**src/rtl/aes_pkg.sv**
```systemverilog
// Shared AES definitions: schedule FSM states, Rcon table, configuration check and
// a GF(2^8)-based S-box used by the SubWord logic.
package aes_pkg;

    typedef enum logic [1:0] {
        IDLE = 2'd0,
        STEP = 2'd1,
        OUT  = 2'd2
    } state_t;

    // Rcon[i] as a 32-bit word, constant byte in the MSBs; valid for i = 1..10
    function automatic logic [31:0] rcon(input logic [3:0] idx);
        case (idx)
            4'd1:    return 32'h0100_0000;
            4'd2:    return 32'h0200_0000;
            4'd3:    return 32'h0400_0000;
            4'd4:    return 32'h0800_0000;
            4'd5:    return 32'h1000_0000;
            4'd6:    return 32'h2000_0000;
            4'd7:    return 32'h4000_0000;
            4'd8:    return 32'h8000_0000;
            4'd9:    return 32'h1b00_0000;
            4'd10:   return 32'h3600_0000;
            default: return 32'h0000_0000;
        endcase
    endfunction

    function automatic bit nr_valid(input int nk, input int nr);
        return (nk == 4 || nk == 6 || nk == 8) && (nr == nk + 6);
    endfunction

    function automatic logic [7:0] gf_mul(input logic [7:0] a, input logic [7:0] b);
        logic [7:0] p;
        logic [7:0] aa;
        p  = 8'h00;
        aa = a;
        for (int i = 0; i < 8; i++) begin
            if (b[i]) p = p ^ aa;
            aa = {aa[6:0], 1'b0} ^ (aa[7] ? 8'h1b : 8'h00);
        end
        return p;
    endfunction

    // Inverse as a^254 via a short addition chain (0 maps to 0), then the affine map
    function automatic logic [7:0] sbox(input logic [7:0] a);
        logic [7:0] x2, x3, x12, x15, x240, inv;
        x2   = gf_mul(a, a);
        x3   = gf_mul(x2, a);
        x12  = gf_mul(gf_mul(x3, x3), gf_mul(x3, x3));
        x15  = gf_mul(x12, x3);
        x240 = gf_mul(x15, x15);
        x240 = gf_mul(x240, x240);
        x240 = gf_mul(x240, x240);
        x240 = gf_mul(x240, x240);
        inv  = gf_mul(gf_mul(x240, x12), x2);
        return inv ^ {inv[6:0], inv[7]} ^ {inv[5:0], inv[7:6]}
                   ^ {inv[4:0], inv[7:5]} ^ {inv[3:0], inv[7:4]} ^ 8'h63;
    endfunction

endpackage

```
**src/rtl/aes_sbox.sv**
```systemverilog
// Single combinational AES S-box byte substitution.
module aes_sbox
    import aes_pkg::*;
(
    input  logic [7:0] data,
    output logic [7:0] subst
);
    assign subst = sbox(data);
endmodule

```
**src/rtl/sub_word.sv**
```systemverilog
// 32-bit SubWord: four parallel S-boxes, purely combinational.
module sub_word (
    input  logic [31:0] word,
    output logic [31:0] subst
);
    for (genvar b = 0; b < 4; b++) begin : g_byte
        aes_sbox u_sbox (
            .data  (word[8*b +: 8]),
            .subst (subst[8*b +: 8])
        );
    end
endmodule

```
**src/rtl/inv_key_schedule.sv**
```systemverilog
// Reverse AES key schedule: one backward word step per cycle, round keys Nr..0 out.
// First key one cycle after start; state and rk freeze while rk_valid && !rk_ready.
module inv_key_schedule
    import aes_pkg::*;
#(
    parameter int NK = 4,
    parameter int NR = NK + 6
) (
    input  logic            clk,
    input  logic            rst,
    input  logic            start,
    input  logic [32*NK-1:0] last_key,
    output logic [127:0]    rk,
    output logic [3:0]      rk_round,
    output logic            rk_valid,
    input  logic            rk_ready,
    output logic            busy,
    output logic            done
);
    if (!nr_valid(NK, NR)) begin : g_bad_cfg
        $error("inv_key_schedule: NK must be 4, 6 or 8 and NR must equal NK+6");
    end

    localparam logic [5:0] LO_INIT = 6'(4 * (NR + 1) - NK);
    localparam logic [3:0] R_INIT  = 4'(NR);

    state_t      state, state_nxt;
    logic [31:0] win     [NK];
    logic [31:0] win_nxt [NK];
    logic [5:0]  lo, lo_nxt;
    logic [3:0]  r, r_nxt;
    logic        done_nxt;

    // win[0] holds w[lo]; the backward step needs w[j] and w[j-1] at the top
    logic [5:0]  j, j_mod, r4, off;
    logic [3:0]  rcon_idx;
    logic [31:0] prev, sw_in, sw_out, g, new_word;

    assign j        = lo + 6'(NK - 1);
    assign j_mod    = j % 6'(NK);
    assign rcon_idx = 4'(j / 6'(NK));
    assign prev     = win[NK-2];
    assign sw_in    = (j_mod == 6'd0) ? {prev[23:0], prev[31:24]} : prev;

    sub_word u_sub_word (
        .word  (sw_in),
        .subst (sw_out)
    );

    always_comb begin
        g = prev;
        if (j_mod == 6'd0)
            g = sw_out ^ rcon(rcon_idx);
        else if (NK == 8 && j_mod == 6'd4)
            g = sw_out;
    end

    assign new_word = win[NK-1] ^ g;

    assign r4  = {r, 2'b00};
    assign off = r4 - lo;

    always_comb begin
        rk = '0;
        for (int k = 0; k < 4; k++)
            for (int i = 0; i < NK; i++)
                if (int'(off) + k == i)
                    rk[127-32*k -: 32] = win[i];
    end

    always_comb begin
        state_nxt = state;
        lo_nxt    = lo;
        r_nxt     = r;
        done_nxt  = 1'b0;
        win_nxt   = win;
        case (state)
            IDLE: begin
                if (start) begin
                    for (int i = 0; i < NK; i++)
                        win_nxt[i] = last_key[32*(NK-i)-1 -: 32];
                    lo_nxt    = LO_INIT;
                    r_nxt     = R_INIT;
                    state_nxt = OUT;
                end
            end
            OUT: begin
                if (rk_ready) begin
                    if (r == 4'd0) begin
                        state_nxt = IDLE;
                        done_nxt  = 1'b1;
                    end else begin
                        r_nxt = r - 4'd1;
                        // next round may already sit in the window
                        if (lo > {r - 4'd1, 2'b00})
                            state_nxt = STEP;
                    end
                end
            end
            STEP: begin
                win_nxt[0] = new_word;
                for (int i = 1; i < NK; i++)
                    win_nxt[i] = win[i-1];
                lo_nxt = lo - 6'd1;
                if (lo - 6'd1 == r4)
                    state_nxt = OUT;
            end
            default: state_nxt = IDLE;
        endcase
    end

    always_ff @(posedge clk) begin
        if (rst) begin
            state <= IDLE;
            lo    <= '0;
            r     <= '0;
            done  <= 1'b0;
            for (int i = 0; i < NK; i++)
                win[i] <= '0;
        end else begin
            state <= state_nxt;
            lo    <= lo_nxt;
            r     <= r_nxt;
            done  <= done_nxt;
            for (int i = 0; i < NK; i++)
                win[i] <= win_nxt[i];
        end
    end

    assign rk_round = r;
    assign rk_valid = (state == OUT);
    assign busy     = (state != IDLE);

endmodule

```
**config.mk**
```make
export PLATFORM = sky130hd
export DESIGN_NAME = inv_key_schedule
export DESIGN_NICKNAME = d
export VERILOG_FILES = /design/src/rtl/aes_pkg.sv /design/src/rtl/aes_sbox.sv /design/src/rtl/sub_word.sv /design/src/rtl/inv_key_schedule.sv
export SDC_FILE = /design/constraint.sdc
export NUM_CORES = 2
export LEC_CHECK = 0
export BUFFER_PORTS_ARGS = -buffer_cell sky130_fd_sc_hd__buf_2
export CORE_UTILIZATION = 36
export CTS_CLUSTER_SIZE = 12
export DETAILED_ROUTE_END_ITERATION = 10
export PLACE_DENSITY = 0.47
export SLEW_MARGIN = 25
export SYNTH_ARGS = -nofsm -noshare
export SYNTH_HDL_FRONTEND = slang
export SYNTH_SLANG_ARGS = --single-unit
export TNS_END_PERCENT = 5
```
**constraint.sdc**
```tcl
create_clock -name clk -period 46 [get_ports clk]
set_input_delay 2.3 -clock clk [delete_from_list [all_inputs] [get_ports clk]]
set_output_delay 2.3 -clock clk [all_outputs]
set_load 0.05 [all_outputs]
```
==> run summary <==
- **result of the run** complete, no violations
- **Slew HR** 0.233
- **vias in the first global route** 52800
- **Tmin final** 25.04 ns
- **final count of negative-setup-slack endpoints** 0
- **number of maximum-capacitance violations** 0
- **count of antenna-violating nets left after detailed routing** 0
- **element type at the critical path end** flip-flop
- **total track usage** 0.252
- **CP bufs+invs** 10
- **DRC errors left** 0
- **setup skew after layout** 0.0156 ns
- **DIE WIDTH** 407 um
- **count of state elements after synthesis** 141
- **share of synthesized registers carrying an async set or reset** 0
- **number of buffers inserted during clock tree synthesis** 17
- **cell type with the highest aggregate area in the netlist** xnor2_1
- **total of buffers placed on input and output ports** 266
- **worst hold path class** reg2reg
- **Crit path max-delay family** XOR/XNOR gates
- **data arrival time at the worst-slack endpoint** 25.44 ns
- **number of buffers inserted for hold repair after clock tree synthesis** 0
- **actual slew at the worst max-slew pin** 1.14 ns
- **Critical-path top delay cell** nand2_1
- **number of antenna violations at the first check in global routing** 14
- **routability cong.** 0.950
- **Chip Height** 407 um
- **count of routing violations after the opening detailed-route iteration** 4837
- **cell mode on critical path** xnor2_1
- **required time of the critical path** 46.39 ns
- **Sinks on Clock Net** 141
- **register area** 2820 um2
- **Worst R2R End** win[102]
- **Detailed Routing Iterations Pass 1** 7
- **first-pass GRT wire length** 330 mm
- **Critical Setup Path Class** reg2reg
- **largest cells by area after synthesis** xnor2_1 (18%), xnor3_1 (13%), nand2_1 (6.6%)
- **Setup Fix Bufs, Post-CTS** 0
- **Synthesized Nets** 8020
- **wire per inst** 21.8 um
- **synthesized area per cell** 7.52 um2
- **largest net degree at the start of global routing** 97
- **top cell type's share of synthesized area** 0.178
- **hold depth** 2
- **Post-synth EDFFs** 0
- **mean number of vias per cell** 5.66
- **CP max stage delay** 0.77 ns
- **Critical Path Fanout Max** 53
- **final global-route overflow total** 0
- **summed instance area of the synthesized netlist** 59000 um2
- **source-to-sink clock delay at the later pin of the worst-skew pair** 0.47 ns
- **share of layout cells above drive strength 1** 0.118
- **crit path launch type** flip-flop
- **final sum of negative setup slack** 0 ns
- **count of different cell masters after synthesis** 124
- **ys flop type** dfxtp_1
- **effective utilization at floorplan** 0.362
- **placement row count** 148
- **number of hold violations in the final report** 0
- **final cycle utilization of the critical path** 0.544
- **unrepaired setup endpoints after global routing** no
- **end point of the most critical hold path** win[116]
- **hold wc startpoint** win[116]
- **total number of nets in the final design** 7916
- **worst reg2reg path startpoint** lo[0]
- **depth of the most critical reg-to-reg path** 72
- **number of resized instances in the post-cts repair step** 0
- **overall routed net length** 217 mm
- **area inside the core boundary** 163000 um2
- **post-detail-place hpwl** 159 mm
- **Clock Path Buffers** 2
- **clock tree from TritonCTS** yes
- **total via count in the routed design** 56200
- **register-to-register setup slack** 20.96 ns
- **multi-input logic area** 53300 um2
- **Filler Cell Count** 17100
- **Die Outline Area** 165000 um2
- **sequential cell area fraction in the yosys report** 0.0478
- **number of standard cells after synthesis** 7840
- **root buffer cell** clkbuf_16
- **YS warnings** 0
- **post-CTS clock slew at the launch and capture registers of the worst setup and hold paths** 0.07 ns
- **layout overhead on the synthesized area** 6.72%
- **CTS HTree Levels** 4
- **final-report max-slew violation count** 0
- **I/O Pins** 267
- **peak clock frequency supported by timing** 39.9 MHz
worst register-to-register path, delay by kind of cell, from the launching register on:
kind	cells	cell delay (ns)
and+or+nand+nor	10	1.93
adders and majority gates	8	3.97
DFF	1	0.57
buffers and inverters	10	3.85
AOI/OAI and AO/OA	8	1.83
muxes	5	1.27
xor gates and xnor gates	31	11.53
placed cells by master (no fill, tap or decap), types with 28 or more instances in the layout:
cell / instances
and3_1: 38
a211oi_1: 64
nand2_1: 1027
o21ai_1: 36
and2_1: 59
inv_1: 97
nand3_1: 181
xnor2_1: 1184
o211ai_1: 43
xor3_1: 47
xnor2_2: 110
xnor3_1: 338
buf_4: 224
a21o_1: 29
nor2b_1: 39
nor4_1: 35
nor3_1: 186
a31oi_1: 55
a21oi_1: 288
a311oi_1: 114
o21a_1: 29
o221ai_1: 34
xor2_1: 357
mux2i_1: 233
dfxtp_1: 140
ha_1: 46
or3_1: 62
a22oi_1: 160
or2_2: 31
xnor3_2: 28
nand2b_1: 59
mux2_2: 45
o22ai_1: 68
nor2_1: 972
o21ai_0: 442
xor2_2: 39
buf_2: 265
cell type report:
cell class,instances,share of cell area
Clock buffer,20,0.00725
Inverter,121,0.00721
Multi-Input combinational cell,6964,0.847
Antenna cell,9,0.000358
Timing Repair Buffer,491,0.0483
Tap cell,2175,0.0432
Sequential cell,141,0.0449
Clock inverter,12,0.00179
layer usage:
layer / vias up / track usage / routed length, um / share of wire
li1: 27100 / - / - / -
met1: 27200 / 0.348 / 98500 / 0.45
met2: 1695 / 0.415 / 101000 / 0.47
met3: 259 / 0.0231 / 11100 / 0.051
met4: 6 / 0.0727 / 6000 / 0.028
met5: - / 0 / 34 / 0.00016
synth_stat cells, types with 20 or more instances:
master     instances
o221ai_1          34
a311oi_1         114
mux2_2            45
a21oi_1          289
nand4_1           21
o22ai_1           68
a32oi_1           23
nor4_1            37
mux2i_1          235
xnor2_2           95
nand2b_1          60
buf_1             37
and3_1            38
a2111oi_0         20
nor3_1           187
and2_1            61
xnor2_1         1200
inv_1             97
xnor3_1          339
nor2_1           977
xor2_2            33
clkbuf_1         402
a211oi_1          64
a21o_1            29
buf_2            134
or2_2             31
xor3_1            47
buf_4             31
o211ai_1          43
a31oi_1           55
o21a_1            29
a211o_1           22
nor2b_1           39
o21ai_1           36
o21ai_0          442
xnor3_2           27
xor2_1           363
ha_1              48
a22oi_1          160
dfxtp_1          141
nand2_1         1032
nand3_1          181
or3_1             62
metrics by stage:
stage / hold WS, ns / setup WS, ns / util / area, um2 / instances
floorplan: 0.467 / 25.85 / - / 59000 / 7840
global placement: 0.509 / 21.29 / 0.382 / 62200 / 9890
detailed placement: 0.523 / 20.71 / 0.383 / 62300 / 9890
CTS: 0.530 / 20.62 / 0.386 / 62800 / 9922
global route: 0.555 / 18.92 / 0.387 / 63000 / 9931
finish: 0.538 / 20.96 / 0.387 / 63000 / 9933
worst max-delay path by stage:
stage | depth (start not counted) | slack, ns | endpoint | startpoint
CTS | 73 | 20.62 | win[102] | lo[0]
global placement | 73 | 21.29 | win[102] | lo[0]
finish | 72 | 20.96 | win[102] | lo[0]
detailed placement | 73 | 20.71 | win[102] | lo[0]
global route | 73 | 18.92 | win[102] | lo[0]
floorplan | 81 | 25.85 | win[124] | lo[0]
sequential cells by signal (all words and copies together) (netlist names):
register / cells
done: 1
lo: 6
prev: 32
rk_round: 4
state: 2
win: 96
logic make-up (layout without fill, tap and decap cells):
group,after synthesis,after routing,share of synthesized area
compound gates,1665,1665,0.191
xor+xnor,2118,2118,0.433
fa+ha+maj,48,48,0.0102
buf+inv,735,644,0.0530
flops,141,141,0.0478
mux,303,303,0.0547
other cells,0,9,0
simple gates,2830,2830,0.210
Power is left out: the tool's default activity adds up to more than one toggle a clock period on the data nets, which glitch-free logic cannot reach.
